[config.mk]
export PLATFORM = sky130hd
export DESIGN_NAME = reg_scoreboard_ctrl
export DESIGN_NICKNAME = d
export VERILOG_FILES = /design/src/rtl/reg_scoreboard_ctrl.sv
export SDC_FILE = /design/constraint.sdc
export NUM_CORES = 1
export LEC_CHECK = 0
export CORE_MARGIN = 1.5
export CORE_UTILIZATION = 25
export CTS_CLUSTER_DIAMETER = 120
export DETAILED_ROUTE_END_ITERATION = 12
export HOLD_SLACK_MARGIN = 0.12
export PLACE_DENSITY = 0.47
export SLEW_MARGIN = 25
export SYNTH_ARGS = -nofsm -noshare
export SYNTH_HDL_FRONTEND = slang
export SYNTH_SLANG_ARGS = --single-unit
[constraint.sdc]
create_clock -name clk -period 2.8 [get_ports clk]
set_input_delay 0.28 -clock clk [delete_from_list [all_inputs] [get_ports clk]]
set_output_delay 0.28 -clock clk [all_outputs]
set_load 0.03 [all_outputs]
[src/rtl/reg_scoreboard_ctrl.sv]
`default_nettype none
// ============================================================================
// Module  : reg_scoreboard_ctrl
// Purpose : Issue controller for the RV64 decode/register-file stage.
//           Tracks registers with long-latency writebacks pending (loads,
//           mul/div) in a 32-entry scoreboard. Blocks issue on RAW/WAW
//           hazards and when the outstanding-op limit is reached. Also
//           sequences the pipeline flush after a redirect, and the pipeline
//           drain for fence/ecall.
// Ports   : clk, rst               clock / async active-high reset
//           i_id_*                 decoded instruction held in ID
//           o_issue_ready          comb; issue fires on i_id_valid & ready
//           i_wb_valid, i_wb_rd    long-latency writeback (clears)
//           i_redirect             1-cycle pulse, taken branch/jump
//           i_drain_req            level, held until o_drain_done
//           o_flush_id_ex          registered squash of IF/ID and ID/EX
//           o_drain_done           registered 1-cycle pulse, pipeline empty
//           o_busy_vec             scoreboard bits (bit 0 always 0)
//           o_out_cnt              outstanding long-latency op count
//           o_sb_err               sticky: writeback for non-pending reg
// Revision: 1.0 - initial release
// ============================================================================
module reg_scoreboard_ctrl #(
  parameter int MAX_OUT      = 4,
  parameter int FLUSH_CYCLES = 2
) (
  input  logic                         clk,
  input  logic                         rst,
  input  logic                         i_id_valid,
  input  logic [4:0]                   i_id_rs1,
  input  logic [4:0]                   i_id_rs2,
  input  logic [4:0]                   i_id_rd,
  input  logic                         i_id_use_rs1,
  input  logic                         i_id_use_rs2,
  input  logic                         i_id_long,
  output logic                         o_issue_ready,
  input  logic                         i_wb_valid,
  input  logic [4:0]                   i_wb_rd,
  input  logic                         i_redirect,
  input  logic                         i_drain_req,
  output logic                         o_flush_id_ex,
  output logic                         o_drain_done,
  output logic [31:0]                  o_busy_vec,
  output logic [$clog2(MAX_OUT+1)-1:0] o_out_cnt,
  output logic                         o_sb_err
);

  localparam int c_cnt_w  = $clog2(MAX_OUT + 1);
  localparam int c_fcnt_w = (FLUSH_CYCLES > 1) ? $clog2(FLUSH_CYCLES) : 1;
  localparam logic [c_cnt_w-1:0]  c_max_out   = c_cnt_w'(MAX_OUT);
  localparam logic [c_fcnt_w-1:0] c_fcnt_load = c_fcnt_w'(FLUSH_CYCLES - 1);

  typedef enum logic [1:0] {
    ST_RUN   = 2'd0,
    ST_FLUSH = 2'd1,
    ST_DRAIN = 2'd2
  } state_t;

  state_t                r_state;
  logic [c_fcnt_w-1:0]   r_fcnt;
  logic                  r_flush;
  logic                  r_drain_done;
  logic [31:0]           r_busy;
  logic [c_cnt_w-1:0]    r_out_cnt;
  logic                  r_sb_err;

  logic [31:0]           w_wb_onehot;
  logic [31:0]           w_rd_onehot;
  logic [31:0]           w_clr_vec;
  logic [31:0]           w_busy_eff;
  logic [31:0]           w_set_vec;
  logic [31:0]           w_busy_next;
  logic                  w_clr_any;
  logic                  w_raw;
  logic                  w_waw;
  logic [c_cnt_w-1:0]    w_cnt_net;
  logic                  w_full;
  logic                  w_issue_ready;
  logic                  w_fire;
  logic                  w_inc;
  logic                  w_x0_wb;
  logic                  w_dec;
  logic                  w_wb_err;
  logic [c_cnt_w-1:0]    w_cnt_next;

  assign w_wb_onehot = 32'd1 << i_wb_rd;
  assign w_rd_onehot = 32'd1 << i_id_rd;

  // A writeback in this cycle already counts as cleared for hazard checks,
  // so a dependent instruction can issue in the same cycle as its producer
  // writes back.
  assign w_clr_vec  = i_wb_valid ? (w_wb_onehot & r_busy) : 32'd0;
  assign w_busy_eff = r_busy & ~w_clr_vec;
  assign w_clr_any  = |w_clr_vec;

  assign w_raw = (i_id_use_rs1 & (i_id_rs1 != 5'd0) & w_busy_eff[i_id_rs1]) |
                 (i_id_use_rs2 & (i_id_rs2 != 5'd0) & w_busy_eff[i_id_rs2]);
  assign w_waw = i_id_long & (i_id_rd != 5'd0) & w_busy_eff[i_id_rd];

  assign w_cnt_net = r_out_cnt - c_cnt_w'(w_clr_any);
  assign w_full    = i_id_long & (w_cnt_net >= c_max_out);

  assign w_issue_ready = (r_state == ST_RUN) & ~i_redirect & ~w_raw & ~w_waw & ~w_full;
  assign w_fire        = i_id_valid & w_issue_ready;
  assign w_inc         = w_fire & i_id_long;

  // A long op targeting x0 sets no bit but is still outstanding.
  assign w_set_vec = (w_inc & (i_id_rd != 5'd0)) ? w_rd_onehot : 32'd0;

  // Set is OR'ed after clear so a same-cycle re-issue to the same rd keeps
  // the bit pending. Bit 0 is forced low.
  assign w_busy_next = (w_busy_eff | w_set_vec) & 32'hFFFF_FFFE;

  // x0 writebacks retire an x0 long op; they are legal only while
  // something is outstanding.
  assign w_x0_wb  = i_wb_valid & (i_wb_rd == 5'd0) & (r_out_cnt != '0);
  assign w_dec    = w_clr_any | w_x0_wb;
  assign w_wb_err = i_wb_valid & ~w_dec;

  always_comb begin
    w_cnt_next = r_out_cnt;
    if (w_inc && !w_dec) begin
      if (r_out_cnt != c_max_out) w_cnt_next = r_out_cnt + c_cnt_w'(1);
    end else if (!w_inc && w_dec) begin
      if (r_out_cnt != '0) w_cnt_next = r_out_cnt - c_cnt_w'(1);
    end
  end

  always_ff @(posedge clk or posedge rst) begin
    if (rst) begin
      r_state      <= ST_RUN;
      r_fcnt       <= '0;
      r_flush      <= 1'b0;
      r_drain_done <= 1'b0;
      r_busy       <= 32'd0;
      r_out_cnt    <= '0;
      r_sb_err     <= 1'b0;
    end else begin
      r_busy       <= w_busy_next;
      r_out_cnt    <= w_cnt_next;
      r_drain_done <= 1'b0;
      if (w_wb_err) r_sb_err <= 1'b1;

      case (r_state)
        ST_RUN: begin
          if (i_redirect) begin
            r_state <= ST_FLUSH;
            r_fcnt  <= c_fcnt_load;
            r_flush <= 1'b1;
          end else if (i_drain_req) begin
            r_state <= ST_DRAIN;
          end
        end
        ST_FLUSH: begin
          if (i_redirect) begin
            r_fcnt  <= c_fcnt_load;
            r_flush <= 1'b1;
          end else if (r_fcnt == '0) begin
            r_state <= ST_RUN;
            r_flush <= 1'b0;
          end else begin
            r_fcnt <= r_fcnt - c_fcnt_w'(1);
          end
        end
        ST_DRAIN: begin
          // A redirect interrupts the drain; it resumes via RUN afterwards
          // because the requester still holds i_drain_req.
          if (i_redirect) begin
            r_state <= ST_FLUSH;
            r_fcnt  <= c_fcnt_load;
            r_flush <= 1'b1;
          end else if (w_cnt_next == '0) begin
            r_state      <= ST_RUN;
            r_drain_done <= 1'b1;
          end
        end
        default: begin
          r_state <= ST_RUN;
          r_flush <= 1'b0;
        end
      endcase
    end
  end

  assign o_issue_ready = w_issue_ready;
  assign o_flush_id_ex = r_flush;
  assign o_drain_done  = r_drain_done;
  assign o_busy_vec    = r_busy;
  assign o_out_cnt     = r_out_cnt;
  assign o_sb_err      = r_sb_err;

endmodule
`default_nettype wire

* After elaboration in Yosys (flattened, before gate mapping)
Index checks and enable logic that the tools add are counted.
** Word-level totals
- Register bits :: 40
- Input bits :: 29
- Output and inout port bits :: 39
- Word-level logic and storage cells :: 100
** Cells by class
- $add $sub $neg :: 4
- $lt $le $gt $ge :: 4
- Eq/ne operators :: 9
- Shift-type cells :: 2
- Muxes and demuxes :: 29
- Bitwise gates (word level) :: 28
- Reductions and logical operators :: 17
** Operators by type and width (number)
- $and 32x32->32 :: 2
- $mux 32 :: 2
- $shl 1x5->32 const A :: 2
- $not 32->32 :: 1
- $or 32x32->32 :: 1
- $reduce_or 32->1 :: 1
- $lt 5x6->1 const B :: 3
- $and 1x1->1 :: 17
- $bmux 1 s5 :: 3
- $reduce_bool 5->1 :: 3
- $mux 2 :: 6
- $mux 3 :: 4
- $ne 3x3->1 const B :: 4
- $mux 1 :: 11
- $pmux 2 s3 :: 1
- $logic_not 5->1 :: 1
- $not 1->1 :: 5
- $ne 2x2->1 const B :: 2
- $pmux 1 s2 :: 2
- $reduce_and 2->1 :: 2
- $reduce_and 4->1 :: 1
- $add 3x1->3 const B :: 1
- $ge 3x3->1 const B :: 1
- $logic_not 3->1 :: 1
- other kinds (13) :: 16

* Longest topological paths before layout
- Depth in word-level cells :: 23
- Mapped depth :: 13
- Gate-level depth less buffers :: 10

* Worst setup path before layout
No wires, ideal clock.
- Path type :: input to register
- Start point :: input port i_wb_rd[1]
- End point :: register r_drain_done (netlist: o_drain_done)
- Library setup time :: 0.120 ns
- Data arrival time :: 2.909 ns
- Required time :: 2.680 ns
- Setup slack :: -0.229 ns
- Stages on the path :: 13
- Path buffers :: 3
- Path through :: buf_2 clkbuf_1 mux4_2 a22oi_2 o2111ai_1 or3_4 a32oi_2 nand4b_2 nor3_4 buf_6 mux2i_1 o22ai_2 and4_1
** Between the ends
- Longest elaborated chain between the ends :: 23
- Elaborated cells between the ends (all ways) :: 41
- Classes of those cells :: 1 x add/sub; 1 x order compare; 1 x shift; 12 x mux; 19 x bitwise; 7 x reduce/logical
** Ends and longest elaborated chain
- from (decl) :: line 38 : input logic [4:0] i_wb_rd,
- $shl 1x5->32 :: line 86 : assign w_wb_onehot = 32'd1 << i_wb_rd;
- $and 32x32->32 :: line 92 : assign w_clr_vec = i_wb_valid ? (w_wb_onehot & r_busy) : 32'd0;
- $mux 32 :: line 92
- $not 32->32 :: line 93 : assign w_busy_eff = r_busy & ~w_clr_vec;
- $and 32x32->32 :: line 93
- $bmux 1 s5, on equally long branches :: line 96, 97
- $mux 1, on equally long branches :: line 96, 97
- $and 1x1->1, on equally long branches :: line 96, 97
- [... 7 more ...]
- $logic_not 1->1 :: line 124 : end else if (!w_inc && w_dec) begin
- $logic_and 1x1->1 :: line 124
- $mux 3 :: line 124
- $mux 3 (*) :: line 122 : if (w_inc && !w_dec) begin
- $logic_not 3->1 (*) :: line 172 : end else if (w_cnt_next == '0) begin
- $mux 1 (*) :: line 172
- $mux 1 (*) :: line 168 : if (i_redirect) begin
- $mux 1 (*) :: line 144 : case (r_state)
- to (signal assigned) :: line 134 : r_drain_done <= 1'b0;
- to (signal assigned) :: line 141 : r_drain_done <= 1'b0;
- to (signal assigned) :: line 174 : r_drain_done <= 1'b1;
- to (decl) :: line 62 : logic r_drain_done;
Every way passes the cells marked *; elsewhere a longest branch is shown, timed or not. The select of a mux whose other input is x is not followed.
A chain may end at the register's enable or synchronous reset.

* Worst setup path in the final report
- Start point :: register r_busy[26] (netlist: o_busy_vec[26])
- End point :: register r_drain_done (netlist: o_drain_done)
** Between the ends
- Longest elaborated chain between the ends :: 22
- Elaborated cells between the ends (all ways) :: 37
- Classes of those cells :: 1 x add/sub; 1 x order compare; 12 x mux; 17 x bitwise; 6 x reduce/logical
** Ends and longest elaborated chain
- from (decl) :: line 63 : logic [31:0] r_busy;
- from (signal assigned) :: line 139 : r_busy <= w_busy_next;
- $and 32x32->32 :: line 92
- $mux 32 :: line 92
- $not 32->32 :: line 93
- $and 32x32->32 :: line 93
- $bmux 1 s5, on equally long branches :: line 96, 97
- $mux 1, on equally long branches :: line 96, 97
- $and 1x1->1, on equally long branches :: line 96, 97
- $or 1x1->1 :: line 96 : assign w_raw = (i_id_use_rs1 & (i_id_rs1 != 5'd0) & w_busy_eff[i_id_rs1]) |
- [... 6 more ...]
- $logic_not 1->1 :: line 124
- $logic_and 1x1->1 :: line 124
- $mux 3 :: line 124
- $mux 3 (*) :: line 122
- $logic_not 3->1 (*) :: line 172
- $mux 1 (*) :: line 172
- $mux 1 (*) :: line 168
- $mux 1 (*) :: line 144
Marked as above.

==> flow_summary.yaml <==
global_route:
  grt_max_degree: 41
  grt_pass1_vias: 4838
  antenna_found_initial: 0
  gr-total-overflow: 0
  grt_pass1_wl_mm: 29.0
  gr-usage-all-layers_pct: 26.2
synthesis:
  yosysUniqueCellTypes: 71
  synth_top_area_share_pct: 27.4
  syn_inst: 443
  synth_area_leaders: "dfrtp_1, o21ai_0, mux2i_1"
  ys_ff_latch: 40
  synthArstFlopShare_pct: 100
  synth_area_um2: 3660
  ys.flop_type: "dfrtp_1"
  synth-edff-count: 0
  yosysSeqAreaShare_pct: 27.4
  yosys_warnings: 0
  syn_nets: 475
  synth_top_area_cell: "dfrtp_1"
  synth_area_per_cell_um2: 8.25
sta:
  drv_slew: 0
  finalSetupTns_ns: -0.762
  max_freq_ghz: 0.341
  relSlewSlack_pct: 61.3
  fin_hold_ws_ns: 0.430
  skew_ns: 0.00423
  finalSetupViolCount: 13
  finalHoldViolations: 0
  fin_crit_ns: 2.93
  fin_ws_ns: -0.133
  rsz0062_at_grt: "yes"
  min_period_over_period_pct: 105
  worst_pin_slew_ns: 0.576
worst_setup_path:
  cpMaxStageDelayCell: "mux4_2"
  worstPathRequired_ns: 3.02
  critPathCapture: "o_drain_done$_DFF_PP0_"
  r2r_end: "o_drain_done$_DFF_PP0_"
  critPathMaxStageDelay_ns: 0.48
  reg2reg_from: "o_busy_vec[26]$_DFF_PP0_"
  worst_setup_path_end_kind: "register"
  startpoint: "o_busy_vec[26]$_DFF_PP0_"
  regToRegSetupSlack_ns: -0.13
  critPathLaunchType: "register"
  crit_family: "simple AND/OR/NAND/NOR gates"
  reg2regPathDepth: 11
  crit_path_cell_trace: "mux4_2 > a22oi_2 > o2111ai_2 > or3_4 > a32oi_2 > nand4b_4 > nor3_4 > buf_6 > mux2i_1 > and3_4 > and4_1"
  worstSetupPathType: "register to register"
  crit_arrival_ns: 3.15
  crit_buf_inv: 1
  critPathMaxFanout: 5
  path_depth: 11
clock_network:
  cts_tree: "done"
  clock_latency_ns: 0.29
  cts.sink_count: 40
  clk_pin_slew_ns: 0.06
  cts_buffers: 5
  hold_buffers: 0
  clock-root-buffer: "clkbuf_16"
  htree_num_levels: 2
  clk_path_buf_depth: 2
route:
  firstDrtPassIters: 5
  routed_wl_mm: 19.6
  ant_nets: 0
  detail_route.wl_per_cell_um: 22.6
  vias: 4786
  drcViolationCount: 0
  via_per_inst: 5.52
  drtIter0Drc: 380
final_layout:
  fillers: 1439
  multi_input_area_um2: 2700
  instances_no_fill: 867
  finish.utilization_pct: 45.0
  area_growth_pct: 77.3
  drive_gt1_share_pct: 43.3
  seq_area_um2: 1010
  diodes: 0
  nets: 714
power_and_ir_drop:
  power.density_nw_per_um2: 389
  peakVddDrop_mv: 0.353
  static-leakage-power_nw: 2.74
die:
  initial_core_util_pct: 25.3
  core_area_um2: 14400
  dieArea_um2: 15400
  rows: 44
  io_pins: 68
  die_height_um: 124
  die_w_um: 124
flow_run:
  cap_violations: 0
worst_hold_path:
  min_path_type: "input port to asynchronous set/reset pin"
place:
  port_buffers: 66
  gp_congestion: 0.948
  post-dp-hpwl_mm: 15.8
  pre_cts_ws_ns: -1.06
  place_inst: 838
status:
  violations: "negative setup slack"
  outcome: "finished, violations left"
[where the power goes]
part           switching (W)  total (W)  leakage (nW)  internal (W)
logic               0.000606    0.00114          2.14      0.000535
clock network       0.000255   0.000679        0.0804      0.000424
registers          0.0000696   0.000705         0.513      0.000636
[tightest hold or removal path, delay by kind of cell]
family | cells | cell delay, ns
buf+inv | 3 | 0.88
[routing by layer]
| metal | vias to the layer above | wire length, µm | GRT usage [%] | share of wire (%) |
|---|---|---|---|---|
| li1 | 2186 | - | - | - |
| met1 | 2344 | 8310 | 33.5 | 42 |
| met2 | 219 | 9500 | 45.3 | 48 |
| met3 | 37 | 1130 | 3.25 | 5.7 |
| met4 | 0 | 688 | 9.45 | 3.5 |
| met5 | - | 0 | 0 | 0 |
[area by class of cell]
class | instances | area share (%)
flip-flops and latches | 40 | 15.7
clock buffers | 5 | 1.93
inverters | 20 | 1.16
clock inverters | 3 | 0.714
multi-input cells | 347 | 41.7
well taps | 184 | 3.55
repair buffers | 268 | 35.3
[registers in the layout, indices dropped and copies added (netlist names)]
name and cells:
o_out_cnt 3, o_flush_id_ex 1, o_drain_done 1, r_fcnt 1, o_sb_err 1, r_state 2, o_busy_vec 31
[cell usage after synthesis (3+ instances only)]
library cell and n:
nand4_1 6, nand2_1 35, o211ai_1 21, buf_1 3, nor4_1 4, dfrtp_1 40
nor3b_1 5, or3_1 3, mux2i_1 19, nand4bb_1 3, mux2_2 7, o22ai_1 4
nand3_1 11, a21oi_1 10, clkbuf_1 23, inv_1 20, o2111ai_1 12, o31ai_1 5
and3_1 4, a211o_1 6, nor2_1 21, nand4b_2 3, buf_2 7, nor2b_1 10
ha_1 3, o21ai_0 65, mux4_2 5, nand3b_1 7, nor3_1 9, a221oi_1 3
nand2b_1 7, and4_1 3, a31oi_1 6
[per-stage QoR]
| step | power [W] | area (µm²) |
|---|---|---|
| 3_3_place_gp | 0.00171 | 5800 |
| 6_report | 0.00253 | 6480 |
| 2_1_floorplan | 0.00118 | 3680 |
| 3_5_place_dp | 0.00171 | 5800 |
| 5_1_grt | 0.00264 | 6480 |
| 4_1_cts | 0.00248 | 6340 |
[worst min path at each step]
stage	slack (ns)	endpoint
detailed placement	0.45	o_sb_err$_DFFE_PP0P_
global route	0.49	r_fcnt$_DFFE_PP0P_
global placement	0.45	o_sb_err$_DFFE_PP0P_
floorplan	0.43	r_fcnt$_DFFE_PP0P_
finish	0.43	r_fcnt$_DFFE_PP0P_
CTS	0.45	r_state[0]$_DFFE_PP0P_
[placed cells by master, fill, tap and decap left out, drive strengths merged, types with 5 or more instances in the layout]
cell | netlist | final
a211o | 6 | 6
clkbuf | 23 | 5
nand2 | 35 | 35
mux2i | 19 | 19
o2111ai | 12 | 12
nor2b | 10 | 10
nand3b | 7 | 7
nand3 | 11 | 11
o22ai | 5 | 5
a21oi | 10 | 10
nand2b | 7 | 7
nand4b | 5 | 5
clkdlybuf4s50 | 0 | 58
o31ai | 5 | 5
mux4 | 5 | 5
nor3b | 5 | 5
nor4 | 5 | 5
a31oi | 6 | 6
o211ai | 21 | 21
inv | 20 | 21
mux2 | 7 | 7
o21ai | 68 | 68
nor2 | 21 | 21
dfrtp | 40 | 40
buf | 13 | 207
nor3 | 10 | 10
nand4 | 8 | 8
[timing repair]
item,4_1_cts,5_1_grt
resized for setup,93,38
pin swaps,23,32
cloned,3,0
setup endpoints to repair,37,37
setup buffers,14,6
[logic make-up (layout without fill, tap and decap cells)]
kind of cell / count (synthesis) / count (layout) / synth area share (%)
AND/OR/NAND/NOR: 148 / 148 / 24.2
other: 1 / 1 / 0.103
AO/OA/AOI/OAI: 161 / 161 / 29.6
XOR/XNOR: 3 / 3 / 0.719
buffers and inverters: 56 / 296 / 6.50
multiplexers: 31 / 31 / 10.4
flip-flops: 40 / 40 / 27.4
adder cells (fa/ha/maj): 3 / 3 / 1.03
(Power assumes the default switching activity.)
